## src/rtl/cnt_delta_buffer.sv

```systemverilog
// cnt_delta_buffer
//
// Samples a free-running accumulator count on enable, turns each pair of
// consecutive samples into an increment (modulo 2^WIDTH) plus a wrap flag,
// and queues the results in a small first-word-fall-through FIFO that is
// drained with a valid/ready handshake. A sticky flag records that at
// least one increment was lost because the FIFO was full.
//
// Ports:
//   clk        sole clock, rising edge
//   rst        asynchronous active-high reset
//   in_cnt     count value from the upstream accumulator (WIDTH bits)
//   in_en      sample in_cnt this cycle
//   out_valid  FIFO head holds an entry
//   out_ready  downstream accepts the head this cycle
//   out_delta  head increment, 0 when out_valid is low
//   out_wrap   head increment crossed the 2^WIDTH boundary, 0 when idle
//   level      current FIFO occupancy, 0..DEPTH
//   overflow   sticky: an increment was dropped since reset

module cnt_delta_buffer #(
    parameter int WIDTH     = 8,
    parameter int DEPTH     = 4,
    parameter int SKIP_ZERO = 0
) (
    input  logic                     clk,
    input  logic                     rst,
    input  logic [WIDTH-1:0]         in_cnt,
    input  logic                     in_en,
    output logic                     out_valid,
    input  logic                     out_ready,
    output logic [WIDTH-1:0]         out_delta,
    output logic                     out_wrap,
    output logic [$clog2(DEPTH):0]   level,
    output logic                     overflow
);

    localparam int AW = $clog2(DEPTH);
    localparam int LW = AW + 1;

    // PRIMED waits for the very first sample, which only seeds prev
    typedef enum logic {
        PRIMED = 1'b0,
        RUN    = 1'b1
    } state_t;

    state_t           state;
    logic [WIDTH-1:0] prev;
    logic [WIDTH:0]   mem [DEPTH];
    logic [AW-1:0]    wr_ptr;
    logic [AW-1:0]    rd_ptr;

    logic [WIDTH-1:0] delta;
    logic             wrap;
    logic             push_req;
    logic             pop;
    logic             full;
    logic             push;
    logic             drop;
    logic [WIDTH:0]   head;

    always_comb begin
        delta    = in_cnt - prev;
        wrap     = (in_cnt < prev);
        push_req = (state == RUN) && in_en &&
                   !((SKIP_ZERO != 0) && (delta == '0));
        out_valid = (level != '0);
        pop      = out_valid && out_ready;
        full     = (level == LW'(DEPTH));
        // a full FIFO still takes the new entry when the head leaves in the same cycle
        push     = push_req && (!full || pop);
        drop     = push_req && full && !pop;
        head     = mem[rd_ptr];
        out_delta = out_valid ? head[WIDTH-1:0] : '0;
        out_wrap  = out_valid ? head[WIDTH] : 1'b0;
    end

    // prev tracks every accepted sample, even when its increment is dropped,
    // so the next increment is always relative to the latest sample
    always_ff @(posedge clk or posedge rst) begin
        if (rst) begin
            state <= PRIMED;
            prev  <= '0;
        end else begin
            case (state)
                PRIMED: begin
                    if (in_en) begin
                        prev  <= in_cnt;
                        state <= RUN;
                    end
                end
                RUN: begin
                    if (in_en) begin
                        prev <= in_cnt;
                    end
                end
                default: state <= PRIMED;
            endcase
        end
    end

    // storage needs no reset: level gates everything read out of it
    always_ff @(posedge clk) begin
        if (push) begin
            mem[wr_ptr] <= {wrap, delta};
        end
    end

    always_ff @(posedge clk or posedge rst) begin
        if (rst) begin
            wr_ptr   <= '0;
            rd_ptr   <= '0;
            level    <= '0;
            overflow <= 1'b0;
        end else begin
            if (push) begin
                wr_ptr <= wr_ptr + AW'(1);
            end
            if (pop) begin
                rd_ptr <= rd_ptr + AW'(1);
            end
            if (push && !pop) begin
                level <= level + LW'(1);
            end else if (pop && !push) begin
                level <= level - LW'(1);
            end
            if (drop) begin
                overflow <= 1'b1;
            end
        end
    end

endmodule

```

## config.mk

```make
export PLATFORM = sky130hd
export DESIGN_NAME = cnt_delta_buffer
export DESIGN_NICKNAME = d
export VERILOG_FILES = /design/src/rtl/cnt_delta_buffer.sv
export SDC_FILE = /design/constraint.sdc
export NUM_CORES = 1
export LEC_CHECK = 0
export CORE_MARGIN = 2
export CORE_UTILIZATION = 63
export CTS_BUF_LIST = sky130_fd_sc_hd__clkbuf_2 sky130_fd_sc_hd__clkbuf_4 sky130_fd_sc_hd__clkbuf_8
export DETAILED_ROUTE_END_ITERATION = 8
export HOLD_SLACK_MARGIN = 0.03
export PLACE_DENSITY = 0.95
export SYNTH_ARGS = -nofsm -noshare
export SYNTH_HDL_FRONTEND = slang
export SYNTH_SLANG_ARGS = --single-unit
```

## constraint.sdc

```tcl
create_clock -name clk -period 2.95 [get_ports clk]
set_input_delay 0.59 -clock clk [delete_from_list [all_inputs] [get_ports clk]]
set_output_delay 0.59 -clock clk [all_outputs]
set_load 0.05 [all_outputs]
```

-- Yosys cells after proc, flatten, opt, wreduce, memory -nomap -nowiden
Memories as Yosys holds them, arrays and structs flattened.
Index checks and enable logic that the tools add are counted.
- flip-flop bits (word level): 17
- bits in latches: 0
- RAM bits: 36
- memory bits (read-only): 0
- input port bits: 12
- output and inout bits: 14
- logic and storage cells: 36
- memories kept: 1
- memories (memory ; words ; bits a word ; read ports ; clocked after Yosys merged registers in ; write ports ; RTL line ; RTL):
    mem ; 4 ; 9 ; 1 ; 0 ; 1 ; 49 ; logic [WIDTH:0] mem [DEPTH];
- add/sub/neg operators: 5
- multipliers: 0
- div/mod/pow operators: 0
- $lt $le $gt $ge: 1
- equality and inequality tests: 1
- shifts and indexed selects: 0
- mux-type cells: 9
- bitwise gates (word level): 0
- reduce and logical (&&, ||, !) cells: 13
- operators by type and width (operator ; number):
    8-bit 2-to-1 mux ; 2
    8-bit < comparator ; 1
    8-bit subtractor ; 1
    1-bit logical AND ; 7
    3-bit 2-to-1 mux ; 2
    1-bit 2-to-1 mux ; 5
    2-bit by 1-bit adder with 2-bit output, second input constant ; 2
    3-bit by 1-bit adder with 3-bit output, second input constant ; 1
    3-bit == test, second input constant ; 1
    1-bit logical NOT ; 3
    3-bit nonzero test ; 1
    3-bit by 1-bit subtractor with 3-bit output, second input constant ; 1
    2-bit nonzero test ; 1
    1-bit logical OR ; 1

-- Depth between registers and ports, before layout
- depth after elaboration: 8
- depth in mapped cells: 9
- depth with buffers taken out: 8

-- Worst setup path after synthesis
OpenSTA, ideal clock, no wires.
- path type: register to output
- start: register level[0]
- end: output port out_delta[0]
- arrival time: 1.716 ns
- data required time: 2.360 ns
- setup slack: 0.644 ns
- stages on the path, launching flop included: 4
- buffers on the path: 1
- path through: dfrtp_1 > or3_1 > buf_2 > and2_1
- word-level cells in the longest chain between the ends: 2
- ends and longest elaborated chain (what ; RTL line ; RTL):
    from (decl) ; 34 ; output logic [$clog2(DEPTH):0] level,
    from (signal assigned) ; 123 ; level <= level + LW'(1);
    from (signal assigned) ; 125 ; level <= level - LW'(1);
    3-bit nonzero test ; 67 ; out_valid = (level != '0);
    named net out_valid ; 30 ; output logic out_valid,
    8-bit 2-to-1 mux ; 74 ; out_delta = out_valid ? head[WIDTH-1:0] : '0;
    to (decl) ; 32 ; output logic [WIDTH-1:0] out_delta,
The timed path passes the listed nets, and every way through them passes these cells.

-- Final worst setup path
- start: register level[0]
- end: output port out_delta[6]
- word-level cells in the longest chain between the ends: 2
- ends and longest elaborated chain (what ; RTL line):
    3-bit nonzero test ; 67
    8-bit 2-to-1 mux ; 74
No other way between the ends.

==> impl_results.md <==
- Max-Cap Viols: 0
- Worst hold path class: register to register
- Via count: 1375
- Final Slew Violations: 0
- CP startpoint kind: register
- Req. time, crit path: 2360 ps
- Reg area: 1510 um^2
- Clock Latency Late Sink: 300 ps
- Antenna Cells: 0
- Syn. warnings: 0
- Crit path from: level[0]
- Worst Path Max Fanout: 12
- R2r startpoint: level[0]
- Layout Cells excl Fill: 250
- Avg Vias per Cell: 5.50
- Final HPWL DP: 3.06 mm
- Number of buffers added on ports: 25
- Share of flip-flops with an asynchronous set or reset: 32.1%
- Min Tclk post-route: 2870 ps
- Remaining DRCs: 0
- Sequential area share after synthesis: 61.0%
- CTS buffer count: 5
- Syn-to-layout area delta: 17.5%
- Largest net degree at the start of global routing: 18
- Unrepaired setup endpoints after global routing: false
- Filler cell count: 211
- Clock slew at reported path FFs: 90 ps
- All-Layer GR Usage: 21.5%
- #FFs+latches synth: 53
- Commonest non-fill, non-tap cell in the layout: edfxtp_1
- Area of the multi-input gates: 872 um^2
- # rows: 22
- Reg2Reg Depth: 8
- H-tree level count: 2
- Antenna violations before repair: 0
- Initial Utilization: 66.4%
- Cell Area, Synth: 2470 um^2
- Synth cell types: 33
- DIE AREA: 4430 um^2
- Worst hold margin: 472 ps
- Die width: 66.6 um
- Wirelength per Cell: 16.3 um
- Most frequent cells in the layout: 36 x edfxtp_1, 17 x clkdlybuf4s50_1, 17 x dfrtp_1, 16 x inv_1, 14 x and2_1
- Placed Cells incl. Taps: 242
- Io pins: 26
- Total negative slack: 0 ps
- Hold path depth: 1
- CTS tree: built
- Least-Margin Pin Slew: 663 ps
- R2R setup slack: 560 ps
- Clk buf depth: 2
- Die H: 66.6 um
- Rel. slew slack: 55.8%
- Detail Route Antenna Nets: 0
- Vias in the first global route: 1427
- Ratio of cells with drive above 1 in the final layout: 12.9%
- Mean Syn Cell Area: 14.4 um^2
- Core ar.: 3720 um^2
- GPL Wtd Cong: 0.844
- Layout Nets: 228
- Hold Vio Cnt, Final: 0
- Syn nets: 198
- Post-synth EDFFs: 36
- Most used DFF post-synth: edfxtp_1
- Worst r2r dst: level[2]
- CTS Sinks: 53
- Max rail drop VDD: 0.477 mV
- Critical Path End Type: primary output
- 1st-pass router iterations: 4
- Pwr Density: 1020 nW/um^2
- Global route overflow: 0
- Period utilization: 97.3%
- P_leak: 0.00119 uW
- Status: completed
- First-pass GRT wire length: 6.69 mm
- Final wirelength: 4.07 mm
- Final setup viols: 0
- Crit path to: out_delta[6]
- Clock skew: 6.11 ps
- Crit path DAT: 2280 ps
- FMAX: 0.348 GHz
- DRT iter0 DRCs: 56
- Critical path class: register to primary output
- Post-Synthesis Cells: 171
- Clk root buf: clkbuf_8
==> state kept, by name, summed over array words and instances (netlist names) <==
register,count
mem,36
prev,8
level,3
rd_ptr,2
wr_ptr,2
overflow,1
state,1
==> synthesized netlist by cell type (3+ instances only) <==
cell      count  area, um^2
nor2_1        3        11.3
ha_1         13         163
and2_1       14        87.6
dfrtp_1      17         425
nand2_1      12        45.0
or3_1         3        18.8
xnor2_1       9        78.8
buf_2         3        15.0
xor2_1        3        26.3
edfxtp_1     36        1080
inv_1        16        60.1
o21ai_0       9        45.0
mux4_2        8         180
==> cell type report <==
type                    instances  share of cell area [%]
repair buffers                 28                    10.5
clock inverters                 1                   0.259
multi-input cells              97                    30.1
flip-flops and latches         53                    51.9
inverters                      16                    2.07
clock buffers                   7                    3.10
well taps                      48                    2.07
==> where the power goes <==
| part | internal (uW) | switching [uW] |
|---|---|---|
| clock | 200 | 220 |
| combinational | 570 | 838 |
| sequential | 1010 | 116 |
==> layer usage <==
metal	up-vias	global-route usage (%)	share of wire [%]
met5	-	0	0
met2	39	36.8	53
met3	6	5.24	4.0
li1	665	-	-
met4	0	7.91	1.3
met1	665	26.5	42
==> through the flow <==
step / total power [uW] / util, % / worst slack, ps / area, um^2
after floorplan: 2140 / - / 644 / 2470
after global placement: 2500 / 74.9 / 328 / 2780
after detailed placement: 2580 / 74.9 / 195 / 2780
after CTS: 2990 / 77.5 / 9.76 / 2880
after global routing: 3110 / 78.1 / 2.97 / 2900
final: 2960 / 78.1 / 78.2 / 2900
==> critical path: stages (launching register included) <==
cell and delay [ps]:
dfrtp_1 470, or3_1 580, and2_1 230, clkdlybuf4s50_1 690
==> repair_timing <==
action / CTS / global route
buffers inserted: 0 / 0
endpoints found under the hold margin: 0 / 0
endpoints found under the setup margin: 0 / 8
hold buffers: 0 / 0
gates resized for setup: 0 / 8
==> cell families (layout without fill, tap and decap cells) <==
| family | Yosys count | in the layout | synth area share, % |
|---|---|---|---|
| compound gates | 19 | 19 | 4.71 |
| fa+ha+maj | 15 | 15 | 8.21 |
| simple gates | 40 | 40 | 8.87 |
| mux | 11 | 11 | 9.28 |
| buf+inv | 21 | 52 | 3.65 |
| xor+xnor | 12 | 12 | 4.26 |
| flops | 53 | 53 | 61.0 |
==> worst min path at each step <==
stage                          end  startpoint
after CTS                 overflow    overflow
after global routing      overflow    overflow
after detailed placement  overflow    overflow
after global placement    overflow    overflow
after floorplan              state       state
final                     overflow    overflow
(Power assumes the default switching activity.)
